File: src/rtl/dmem_dump_if.sv
// Byte stream from the dmem dumper to its sink.
// Ports: out_valid/out_data/out_last (master->slave), out_ready (slave->master).
interface dmem_dump_if #(
  parameter int DATA_W = 8
);
  logic              out_valid;
  logic              out_ready;
  logic [DATA_W-1:0] out_data;
  logic              out_last;

  modport master (
    output out_valid,
    output out_data,
    output out_last,
    input  out_ready
  );

  modport slave (
    input  out_valid,
    input  out_data,
    input  out_last,
    output out_ready
  );
endinterface

File: src/rtl/dmem_dump.sv
// Walks a dmem window after core done and streams each word out; holds the core meanwhile.
// Ports: clk, reset (async low), done, rd_adr/rd_data, out (stream master), cpu_hold, dump_done.
// Option: DMEM_DUMP_CHECKSUM_EN appends a sum-of-words beat as the final beat.
module dmem_dump #(
  parameter int ADDR_W     = 8,
  parameter int DATA_W     = 8,
  parameter int START_ADDR = 0,
  parameter int LEN        = 256
) (
  input  logic              clk,
  input  logic              reset,
  input  logic              done,
  output logic [ADDR_W-1:0] rd_adr,
  input  logic [DATA_W-1:0] rd_data,
  dmem_dump_if.master       out,
  output logic              cpu_hold,
  output logic              dump_done
);

  localparam logic [ADDR_W-1:0] START = ADDR_W'(START_ADDR);
  localparam logic [ADDR_W:0]   LAST  = (ADDR_W+1)'(LEN-1);

`ifdef DMEM_DUMP_CHECKSUM_EN
  typedef enum logic [2:0] {
    IDLE, FETCH, SEND, DONE, CHK
  } state_t;
`else
  typedef enum logic [1:0] {
    IDLE, FETCH, SEND, DONE
  } state_t;
`endif

  state_t            state_q, state_n;
  logic              done_q;
  logic              start;
  logic [ADDR_W-1:0] addr_q, addr_n;
  logic [ADDR_W:0]   cnt_q, cnt_n;
  logic              vld_q, vld_n;
  logic [DATA_W-1:0] dat_q, dat_n;
  logic              lst_q, lst_n;
  logic              hold_q, hold_n;
  logic              dd_q, dd_n;
  logic              acc;
`ifdef DMEM_DUMP_CHECKSUM_EN
  logic [DATA_W-1:0] sum_q, sum_n;
`endif

  assign start = done & ~done_q;
  assign acc   = vld_q & out.out_ready;

  always_ff @(posedge clk or negedge reset) begin
    if (!reset) begin
      state_q <= IDLE;
      done_q  <= 1'b0;
      addr_q  <= START;
      cnt_q   <= '0;
      vld_q   <= 1'b0;
      dat_q   <= '0;
      lst_q   <= 1'b0;
      hold_q  <= 1'b0;
      dd_q    <= 1'b0;
`ifdef DMEM_DUMP_CHECKSUM_EN
      sum_q   <= '0;
`endif
    end else begin
      state_q <= state_n;
      done_q  <= done;
      addr_q  <= addr_n;
      cnt_q   <= cnt_n;
      vld_q   <= vld_n;
      dat_q   <= dat_n;
      lst_q   <= lst_n;
      hold_q  <= hold_n;
      dd_q    <= dd_n;
`ifdef DMEM_DUMP_CHECKSUM_EN
      sum_q   <= sum_n;
`endif
    end
  end

  always_comb begin
    state_n = state_q;
    addr_n  = addr_q;
    cnt_n   = cnt_q;
    vld_n   = vld_q;
    dat_n   = dat_q;
    lst_n   = lst_q;
    hold_n  = hold_q;
    dd_n    = dd_q;
`ifdef DMEM_DUMP_CHECKSUM_EN
    sum_n   = sum_q;
`endif
    unique case (state_q)
      IDLE: begin
        if (start) begin
          state_n = FETCH;
          addr_n  = START;
          cnt_n   = '0;
          hold_n  = 1'b1;
`ifdef DMEM_DUMP_CHECKSUM_EN
          sum_n   = '0;
`endif
        end
      end
      FETCH: begin
        dat_n   = rd_data;
        vld_n   = 1'b1;
`ifdef DMEM_DUMP_CHECKSUM_EN
        lst_n   = 1'b0;
`else
        lst_n   = (cnt_q == LAST);
`endif
        state_n = SEND;
      end
      SEND: begin
        if (acc) begin
          vld_n = 1'b0;
`ifdef DMEM_DUMP_CHECKSUM_EN
          sum_n = sum_q + dat_q;
          if (cnt_q == LAST) begin
            // checksum beat follows immediately
            vld_n   = 1'b1;
            dat_n   = sum_q + dat_q;
            lst_n   = 1'b1;
            state_n = CHK;
          end else begin
            addr_n  = addr_q + 1'b1;
            cnt_n   = cnt_q + 1'b1;
            state_n = FETCH;
          end
`else
          if (lst_q) begin
            state_n = DONE;
            hold_n  = 1'b0;
            dd_n    = 1'b1;
          end else begin
            addr_n  = addr_q + 1'b1;
            cnt_n   = cnt_q + 1'b1;
            state_n = FETCH;
          end
`endif
        end
      end
`ifdef DMEM_DUMP_CHECKSUM_EN
      CHK: begin
        if (acc) begin
          vld_n   = 1'b0;
          state_n = DONE;
          hold_n  = 1'b0;
          dd_n    = 1'b1;
        end
      end
`endif
      DONE: begin
        if (!done) begin
          state_n = IDLE;
          dd_n    = 1'b0;
        end
      end
      default: state_n = IDLE;
    endcase
  end

  // addr only moves on entry to FETCH, so it holds outside FETCH
  assign rd_adr        = addr_q;
  assign out.out_valid = vld_q;
  assign out.out_data  = dat_q;
  assign out.out_last  = lst_q;
  assign cpu_hold      = hold_q;
  assign dump_done     = dd_q;

endmodule

File: src/flat_wrapper.sv
// flat-port wrapper written by rule: the top's interface ports become plain ports
module dmem_dump_flat 
#(
  parameter int ADDR_W     = 8,
  parameter int DATA_W     = 8,
  parameter int START_ADDR = 0,
  parameter int LEN        = 256
)
  (clk, reset, done, rd_adr, rd_data, cpu_hold, dump_done, out_out_valid, out_out_data, out_out_last, out_out_ready);
  dmem_dump_if #(.DATA_W(DATA_W)) out_i ();
  input  logic clk;
  input  logic reset;
  input  logic done;
  output logic [ADDR_W-1:0] rd_adr;
  input  logic [DATA_W-1:0] rd_data;
  output logic cpu_hold;
  output logic dump_done;
  output wire logic [$bits(out_i.out_valid)-1:0] out_out_valid;
  output wire logic [$bits(out_i.out_data)-1:0] out_out_data;
  output wire logic [$bits(out_i.out_last)-1:0] out_out_last;
  input wire logic [$bits(out_i.out_ready)-1:0] out_out_ready;
  assign out_out_valid = out_i.out_valid;
  assign out_out_data = out_i.out_data;
  assign out_out_last = out_i.out_last;
  assign out_i.out_ready = out_out_ready;
  dmem_dump #(.ADDR_W(ADDR_W), .DATA_W(DATA_W), .START_ADDR(START_ADDR), .LEN(LEN)) u_core (.clk(clk), .reset(reset), .done(done), .rd_adr(rd_adr), .rd_data(rd_data), .out(out_i), .cpu_hold(cpu_hold), .dump_done(dump_done));
endmodule
File: config.mk
export PLATFORM = sky130hd
export DESIGN_NAME = dmem_dump_flat
export DESIGN_NICKNAME = d
export VERILOG_FILES = /design/src/rtl/dmem_dump_if.sv /design/src/rtl/dmem_dump.sv /design/src/flat_wrapper.sv
export SDC_FILE = /design/constraint.sdc
export NUM_CORES = 1
export LEC_CHECK = 0
export CORE_AREA = 10 10 68 70
export CTS_BUF_LIST = sky130_fd_sc_hd__clkbuf_8
export DETAILED_ROUTE_END_ITERATION = 10
export DIE_AREA = 0 0 78 80
export GPL_TIMING_DRIVEN = 0
export MAX_ROUTING_LAYER = met4
export PLACE_DENSITY = 0.75
export SETUP_SLACK_MARGIN = 0.4
export SYNTH_ARGS = -nofsm -noshare
export SYNTH_HDL_FRONTEND = slang
export SYNTH_SLANG_ARGS = --single-unit
File: constraint.sdc
create_clock -name clk -period 1.95 [get_ports clk]
set_clock_uncertainty 0.2 [all_clocks]
set_input_delay 0.195 -clock clk [delete_from_list [all_inputs] [get_ports clk]]
set_output_delay 0.195 -clock clk [all_outputs]
set_load 0.01 [all_outputs]
==> out/results.ini <==
[outcome]
outcome = finished, violations left
violations = negative setup slack

[cts]
clk_pin_slew_ps = 70
cts_root_buffer = clkbuf_8
h-tree-depth = 2
cts_tree = done
cts_buffers = 5
clock-sinks = 32
insertion_delay_ps = 290
clk_path_buf_depth = 2

[cells_and_area]
diodes = 0
layoutNonFillerInstCount = 251
nets = 219
area_growth_pct = 58.6
stdcell_area_um2 = 2370
drive_above_1_share_pct = 37.6

[yosys]
synth_mux_area_share_pct = 6.77
synthTopCellsByArea = dfrtp_1 (54%), mux2_2 (6.8%), nand2_1 (5.5%), o21ai_0 (4.0%), a21oi_1 (2.7%)
synth-simple-area-share_pct = 18.3
synthAdderAreaFrac_pct = 2.51
synth_edf_count = 0
synthCells = 139
synth-seq-cells = 32
ys_seq_area_share_pct = 53.5
synth_top_area_share_pct = 53.5
mappedNetlistNets = 154
avgSynthCellArea_um2 = 10.8
synth_top_family_by_area = simple AND/OR/NAND/NOR gates
synth_warnings = 0
ys_top_cells_by_count = dfrtp_1 (32), nand2_1 (22), o21ai_0 (12), mux2_2 (9), a21oi_1 (8)
synth.most_common_cell = dfrtp_1
ys.flop_type = dfrtp_1
syn_area_um2 = 1500
synth_compound_area_share_pct = 14.2
synth_top_cell_by_area = dfrtp_1
yosysUniqueCellTypes = 34
synth_async_sr_flop_share_pct = 100
synth_xor_area_share_pct = 1.76

[setup_path]
path_max_fanout = 3
r2r-end = u_core.cnt_q[7]$_DFFE_PN0P_
path_delay_family = simple AND/OR/NAND/NOR gates
critPathArrivalTime_ps = 2250
cpPeakStageDelay_ps = 520
end_kind = flop
critPathBufInv = 1
cp_slowest_cell = or4b_4
worst_ep_required_time_ps = 1970
r2r_start = u_core.state_q[1]$_DFFE_PN0P_
worst-setup-path-type = flop to flop
r2r_slack_ps = -280
cp-start-kind = flop
worstRegToRegCells = 5
cp_cell_sequence = buf_6 > or4b_4 > a2111oi_4 > or3b_1 > a21oi_2

[routing]
wl_per_cell_um = 17.5
drcViolationCount = 0
postRouteAntennaNets = 0
drt_iter0_markers = 77
vias_per_cell = 5.40
dr.pass1.iters = 4
dr_total_vias = 1355
routed_wl_mm = 4.40

[power]
power.density_nw_per_um2 = 1180
leakage_nw = 1.09
p_sw_share_pct = 34.5
seqPwrFrac_pct = 35.0
switching_power_uw = 962
vdd_drop_max_mv = 0.666
p_int_mw = 1.83
power_frac_clock_pct = 18.4
pwr-share-comb_pct = 46.7

[die]
dieArea_um2 = 6240
die_y_um = 80
num_rows = 21
start_util_pct = 45.6
ios = 32
die_w_um = 78
coreArea_um2 = 3280

[global_routing]
grt_max_degree = 33
first_global_vias = 1426
grt_use_total_pct = 14.5
grt_pass1_wl_mm = 6.93
grt_remaining_overflow = 0
antenna_found_initial = 0

[timing]
setup_viol = 9
hold_viol_final = 0
slew_headroom_pct = 54.1
whs_ps = 270
fin_crit_ps = 2230
rsz0062_at_grt = yes
tightest_slew_ps = 689
fmax_mhz = 449
slew_viol_final = 0
min_period_over_period_pct = 114
setup_tns_ps = -872
fin_ws_ps = -278

[worst_hold_path]
hp-class = primary input to flop
holdPathEnd = u_core.done_q$_DFF_PN0_
min_path_cells = 1
hp-start = done

[place]
globalplace.congestion = 0.766
dp_hpwl_mm = 2.57
place_ws_ps = -770
placed_cell_area_um2 = 1870
dp.cells = 216
io_buffers = 31

[flow_run]
cap_violations = 0

## flip-flops by register name (all words and copies together), names as in the netlist
register / cells
u_core.out.out_valid: 1
u_core.state_q: 2
u_core.out.out_data: 8
u_core.cnt_q: 9
u_core.dump_done: 1
u_core.done_q: 1
u_core.rd_adr: 8
u_core.out.out_last: 1
u_core.cpu_hold: 1
## metrics by stage
step / util (%) / total power [mW]
2_1_floorplan: - / 1.39
6_report: 72.3 / 2.79
3_5_place_dp: 56.8 / 1.79
3_3_place_gp: 56.8 / 1.75
4_1_cts: 68.1 / 2.62
5_1_grt: 72.3 / 2.93
## power groups by stage
stage	combinational (mW)	clock (mW)	sequential, mW
floorplan	0.392	0	0.999
global placement	0.804	0	0.947
detailed placement	0.827	0	0.963
CTS	1.14	0.517	0.965
global route	1.38	0.549	1.00
finish	1.30	0.513	0.976
## cells by family after synthesis
logic type,count (synthesis)
AO/OA/AOI/OAI,32
XOR/XNOR,3
adder cells (fa/ha/maj),3
buffers and inverters,9
flip-flops,32
multiplexers,9
AND/OR/NAND/NOR,51
## per-layer routing
layer,routed length (um),global-route usage [%]
met1,1780,14.8
met2,2360,24.4
met3,167,4.17
met4,93,8.78
met5,0,-
## worst max path at each step
stage / from / to / depth (start not counted)
floorplan: u_core.state_q[1]$_DFFE_PN0P_ / u_core.cnt_q[7]$_DFFE_PN0P_ / 5
global placement: done / u_core.cnt_q[7]$_DFFE_PN0P_ / 6
detailed placement: done / u_core.cnt_q[7]$_DFFE_PN0P_ / 6
CTS: u_core.state_q[1]$_DFFE_PN0P_ / u_core.cnt_q[7]$_DFFE_PN0P_ / 5
global route: u_core.state_q[1]$_DFFE_PN0P_ / u_core.cnt_q[7]$_DFFE_PN0P_ / 5
finish: u_core.state_q[1]$_DFFE_PN0P_ / u_core.cnt_q[7]$_DFFE_PN0P_ / 5
## what timing repair did
| item | CTS | global route |
|---|---|---|
| hold buffers | 0 | 1 |
| endpoints found under the setup margin | 80 | 30 |
| resized for setup | 71 | 20 |
| pin swaps | 9 | 8 |
| endpoints found under the hold margin | 0 | 32 |
| setup buffers | 16 | 7 |
| cloned | 3 | 0 |
## worst register-to-register path, delay by kind of cell, from the launching register on
kind	cells	cell delay, ps
buffers and inverters	1	120
DFF	1	400
AOI/OAI and AO/OA	2	520
and+or+nand+nor	2	930
## final cells by class
class / count / area (um2)
buffer: 6 / 70.1
clock buffer: 6 / 82.6
clock inverter: 2 / 7.51
fill: 211 / 911
inverter: 3 / 11.3
multi-input combinational: 98 / 823
sequential: 32 / 802
tap: 46 / 57.6
timing repair buffer: 58 / 519
## cell usage in the layout, fill, tap and decap left out, types with 2 or more instances in the layout
cell and count:
or4_1 3, buf_8 2, nand2_1 16, or3_1 4, ha_1 3, buf_4 18, nor2_1 4, o21ai_0 6
o21ai_2 3, o21ai_1 2, nand3_1 3, a21oi_1 7, clkdlybuf4s50_1 10, inv_1 5, dfrtp_1 31, dlygate4sd2_1 20
nand2_2 5, mux2_4 9, buf_6 10, clkbuf_8 7, o211ai_1 4
Power figures use the tool's default switching activity.
